===== src/rtl/riscv_trace_buffer.sv =====
// Trace capture FIFO for the core's register-writeback and data-memory observation ports.
// Up to two events per cycle are stored, memory first. A full buffer either drops new events or overwrites the oldest ones.
module riscv_trace_buffer #(
    parameter int DATA_W = 32,
    parameter int ADDR_W = 9,
    parameter int DEPTH  = 16
) (
    input  logic                       clk,
    input  logic                       reset,
    input  logic                       en,
    input  logic                       clr,
    input  logic [1:0]                 mode,
    input  logic                       stop_on_full,
    input  logic                       reg_write_sig,
    input  logic [4:0]                 reg_num,
    input  logic [DATA_W-1:0]          reg_data,
    input  logic                       wr,
    input  logic                       rd,
    input  logic [ADDR_W-1:0]          addr,
    input  logic [DATA_W-1:0]          wr_data,
    input  logic [DATA_W-1:0]          rd_data,
    input  logic                       out_ready,
    output logic                       out_valid,
    output logic [1:0]                 out_kind,
    output logic [ADDR_W-1:0]          out_idx,
    output logic [DATA_W-1:0]          out_data,
    output logic [$clog2(DEPTH):0]     count,
    output logic                       overflow
);

    localparam int PW = $clog2(DEPTH);
    localparam int CW = PW + 1;

    localparam logic [1:0] KIND_REG    = 2'b01;
    localparam logic [1:0] KIND_MEM_WR = 2'b10;
    localparam logic [1:0] KIND_MEM_RD = 2'b11;

    typedef struct packed {
        logic [1:0]        kind;
        logic [ADDR_W-1:0] idx;
        logic [DATA_W-1:0] data;
    } entry_t;

    entry_t          store [DEPTH];
    logic [PW-1:0]   head;
    logic [PW-1:0]   tail;
    logic [CW-1:0]   count_q;
    logic            overflow_q;

    logic            mem_ev;
    logic            reg_ev;
    entry_t          mem_entry;
    entry_t          reg_entry;
    entry_t          slot0_entry;
    entry_t          head_entry;
    logic [1:0]      n_ev;
    logic [1:0]      n_fit;
    logic [1:0]      n_excess;
    logic [1:0]      n_store;
    logic [1:0]      head_adv;
    logic [CW-1:0]   free_slots;
    logic [CW-1:0]   count_next;
    logic            pop;
    logic            normal;

    // NOTE: every signal assigned in always_comb receives a default first, so no path can infer a latch.
    always_comb begin
        mem_ev         = en & mode[1] & (wr | rd);
        reg_ev         = en & mode[0] & reg_write_sig;

        mem_entry      = '0;
        mem_entry.kind = wr ? KIND_MEM_WR : KIND_MEM_RD;
        mem_entry.idx  = addr;
        mem_entry.data = wr ? wr_data : rd_data;

        reg_entry      = '0;
        reg_entry.kind = KIND_REG;
        reg_entry.idx  = ADDR_W'(reg_num);
        reg_entry.data = reg_data;

        // Memory event always takes the first slot; the register event follows it.
        slot0_entry    = mem_ev ? mem_entry : reg_entry;

        n_ev           = 2'(mem_ev) + 2'(reg_ev);
        // Space is judged on the count at the start of the cycle; a same-cycle pop does not help.
        free_slots     = CW'(DEPTH) - count_q;
        n_fit          = (CW'(n_ev) > free_slots) ? free_slots[1:0] : n_ev;
        n_excess       = n_ev - n_fit;
        n_store        = stop_on_full ? n_fit : n_ev;

        pop            = (count_q != '0) & out_ready;
        // In overwrite mode each excess push retires one more old entry beyond the popped head.
        head_adv       = 2'(pop) + (stop_on_full ? 2'd0 : n_excess);
        count_next     = count_q + CW'(n_store) - CW'(head_adv);

        normal         = reset & ~clr;
    end

    // NOTE: the entry array carries no reset; pointers and count alone define which slots are meaningful.
    always_ff @(posedge clk) begin
        if (normal) begin
            if (n_store != 2'd0) begin
                store[tail] <= slot0_entry;
            end
            if (n_store == 2'd2) begin
                store[tail + PW'(1)] <= reg_entry;
            end
        end
    end

    // NOTE: sequential state uses non-blocking assignments only, so every register sees pre-edge values.
    always_ff @(posedge clk) begin
        if (!reset) begin
            head       <= '0;
            tail       <= '0;
            count_q    <= '0;
            overflow_q <= 1'b0;
        end else if (clr) begin
            head       <= '0;
            tail       <= '0;
            count_q    <= '0;
            overflow_q <= 1'b0;
        end else begin
            tail       <= tail + PW'(n_store);
            head       <= head + PW'(head_adv);
            count_q    <= count_next;
            if (n_excess != 2'd0) begin
                overflow_q <= 1'b1;
            end
        end
    end

    always_comb begin
        head_entry = '0;
        if (count_q != '0) begin
            head_entry = store[head];
        end
    end

    assign out_valid = (count_q != '0);
    assign out_kind  = head_entry.kind;
    assign out_idx   = head_entry.idx;
    assign out_data  = head_entry.data;
    assign count     = count_q;
    assign overflow  = overflow_q;

endmodule


===== config.mk =====
export PLATFORM = sky130hd
export DESIGN_NAME = riscv_trace_buffer
export DESIGN_NICKNAME = d
export VERILOG_FILES = /design/src/rtl/riscv_trace_buffer.sv
export SDC_FILE = /design/constraint.sdc
export NUM_CORES = 1
export LEC_CHECK = 0
export BUFFER_PORTS_ARGS = -buffer_cell sky130_fd_sc_hd__buf_4
export CAP_MARGIN = 20
export CORE_ASPECT_RATIO = 1.1
export CORE_UTILIZATION = 50
export DETAILED_ROUTE_END_ITERATION = 10
export GPL_TIMING_DRIVEN = 0
export HOLD_SLACK_MARGIN = 0.08
export PLACE_DENSITY = 0.69
export SLEW_MARGIN = 20
export SYNTH_ARGS = -nofsm -noshare
export SYNTH_HDL_FRONTEND = slang
export SYNTH_SLANG_ARGS = --single-unit

===== constraint.sdc =====
create_clock -name clk -period 8.2 [get_ports clk]
set_clock_uncertainty 0.1 [all_clocks]
set_input_delay 2.05 -clock clk [delete_from_list [all_inputs] [get_ports clk]]
set_output_delay 2.05 -clock clk [all_outputs]
set_load 0.01 [all_outputs]

==> results.toml <==
[pwr]
p_total_mw = 9.65
p_leak_nw = 12.6
power_density_nw_per_um2 = 240
ir_drop_mv = 0.289

[synthesis]
ys.flop_type = "edfxtp_1"
ys_seq_area_share_pct = 56.4
synth_warnings = 0
syn_inst = 2426
syn_avg_cell_area_um2 = 14.6
syn_nets = 2568
synthTopCellsByCount = "edfxtp_1 (592), o2bb2ai_1 (572), clkbuf_1 (235), mux4_2 (215), dfxtp_1 (110)"
yosysMostFrequentCell = "edfxtp_1"
synth_edf_count = 592
synth_top_area_share_pct = 50.2
async_flop_share_pct = 0
syn_area_um2 = 35400
synth.ff_latch_count = 702
yosys-top-cells-area = "edfxtp_1 (50%), o2bb2ai_1 (14%), mux4_2 (14%)"
synth_top_area_cell = "edfxtp_1"
synth_cell_types = 53

[sta]
layout_setup_ws_ns = 1.07
setup_tns_ns = 0
setup_violations = 0
fin_hold_ws_ns = 0.388
fin_crit_sh_pct = 87.0
rsz0062_at_grt = "false"
fmax_mhz = 140
final_max_slew_viol_count = 0
fin_crit_ns = 7.13
slew-limit-headroom_pct = 16.7
hold_violations = 0
worst_pin_slew_ns = 1.25

[cts]
cts_max_level = 3
root_buffer = "clkbuf_16"
cts_resized = 0
cts.sinks = 702
clk_latency_ns = 0.64
cts_tree = "yes"
cts_made_buffers = 75
cts.path.max_buffers = 3
path_clk_slew_ns = 0.06

[setup_path]
cp_max_fo = 37
crit_path_start = "wr"
path_class = "input port to register"
rr_startpoint = "count[0]"
reg2reg_depth = 9
arrival_ns = 7.29
critPathCaptureType = "register"
crit_path_end = "store[2][25]"
required_ns = 8.35
reg2reg_to = "store[2][25]"
start_kind = "input port"
reg2reg_slack_ns = 3.26

[finish]
fin_util_pct = 57.2
multi_input_area_um2 = 14000
finish.instance_area_um2 = 40200
seq_area_um2 = 20000
layout.cells.non_filler = 3641
fin_nets = 2788
drive_above_1_share_pct = 22.0
num-fill-cells = 5445
area_growth_syn_to_layout_pct = 13.5

[global_routing]
grt_pass1_vias = 26200
grt_max_degree = 38
grt_pass1_wl_mm = 179
gr-usage-all-layers_pct = 34.4
antenna_found_initial = 9
overflow = 0

[place]
io_buffers = 132
placedCellCount = 3503
dp_slack_ns = -0.678
dpl.hpwl_mm = 83.4
place_area_um2 = 37900
place_congestion = 0.956

[detailed_routing]
highest_layer = "met4"
firstDrtPassIters = 6
vias_per_cell = 7.25
wl_met2_mm = 57.2
post_drt_wl_per_cell_um = 34.1
drt-met1-wl_mm = 44.7
ant_nets = 0
drtIter0Drc = 3502
drc = 0
dr_wl_met3_mm = 16.0
totalWireLength_mm = 124
vias = 26400

[floorplan]
io-pin-count = 171
coreArea_um2 = 70300
start_util_pct = 50.4
die_w_um = 256
rows = 102
die_area_um2 = 72000
fp.dieH_um = 281

[flow_run]
cap_violations = 0

[worst_hold_path]
min_from = "overflow"
hold_path.class = "register to register"

[status]
status = "complete, no violations"
[timing repair]
item | CTS | global route
endpoints found under the setup margin | 1 | 440
setup buffers | 0 | 1
hold buffers | 0 | 0
pin swaps | 1 | 1
[power by group]
group          internal, mW  total, mW  switching, mW  leakage [nW]
clock                  1.86       3.33           1.46          1.13
sequential             3.87       3.91         0.0378          6.67
combinational          1.03       2.41           1.38          4.77
[cells by family after synthesis]
group                    synth area share [%]
AND/OR/NAND/NOR                          3.20
adder cells (fa/ha/maj)                 0.826
buffers and inverters                    4.55
multiplexers                             14.9
flip-flops                               56.4
AO/OA/AOI/OAI                            19.9
XOR/XNOR                                0.272
[how the worst min path moves through the flow]
stage / end / slack (ns) / cells past startpoint
floorplan: store[10][42] / 0.34 / 2
global route: store[15][42] / 0.40 / 2
finish: overflow / 0.39 / 2
global placement: store[13][42] / 0.35 / 2
detailed placement: store[13][42] / 0.37 / 2
CTS: store[10][41] / 0.38 / 1
[worst max-delay path, stage by stage]
cell and delay [ns]:
clkbuf_1 0.81, o211ai_1 0.26, buf_4 0.30, inv_1 0.21, ha_1 0.36, ha_1 0.30, nor2b_1 0.17, o2111ai_1 0.66
o211ai_1 0.36, a21oi_2 0.94, or2_4 0.81
[flip-flops by register name, summed over array words and instances (netlist names)]
| name | cells |
|---|---|
| tail | 4 |
| head | 4 |
| store | 688 |
| count | 5 |
| overflow | 1 |
[routing by layer]
metal	vias to the layer above	global-route usage (%)
met5	-	0
met4	0	17.7
met3	394	9.54
met2	2166	53.1
met1	13300	44.7
li1	10600	-
[placed cells by master (no fill, tap or decap), drive strengths merged, types with 6 or more instances in the layout]
cell,netlist,layout
o2bb2ai,592,592
a21oi,51,51
nand2b,14,14
o31ai,83,83
nor2b,9,9
or2,7,7
and2,49,49
clkinv,0,25
nor2,50,50
o211ai,7,7
xnor2,7,7
nor3,10,10
mux2i,40,40
o31a,7,7
o21ai,6,6
edfxtp,592,592
buf,123,267
ha,17,17
dfxtp,110,110
inv,21,27
o22a,6,6
clkbuf,235,330
or3,19,19
nand3,8,8
o22ai,80,80
nand2,22,22
mux4,215,215
or4,9,9
[cell type report]
class                           instances  share of cell area (%)
Antenna cell                            3                  0.0187
Inverter                               21                   0.196
Timing Repair Buffer                  144                    2.95
Clock buffer                           96                    4.99
Tap cell                              936                    2.91
Buffer                                357                    3.83
Multi-Input combinational cell       1345                    34.7
Clock inverter                         37                   0.774
Sequential cell                       702                    49.6
(Power assumes the default switching activity.)
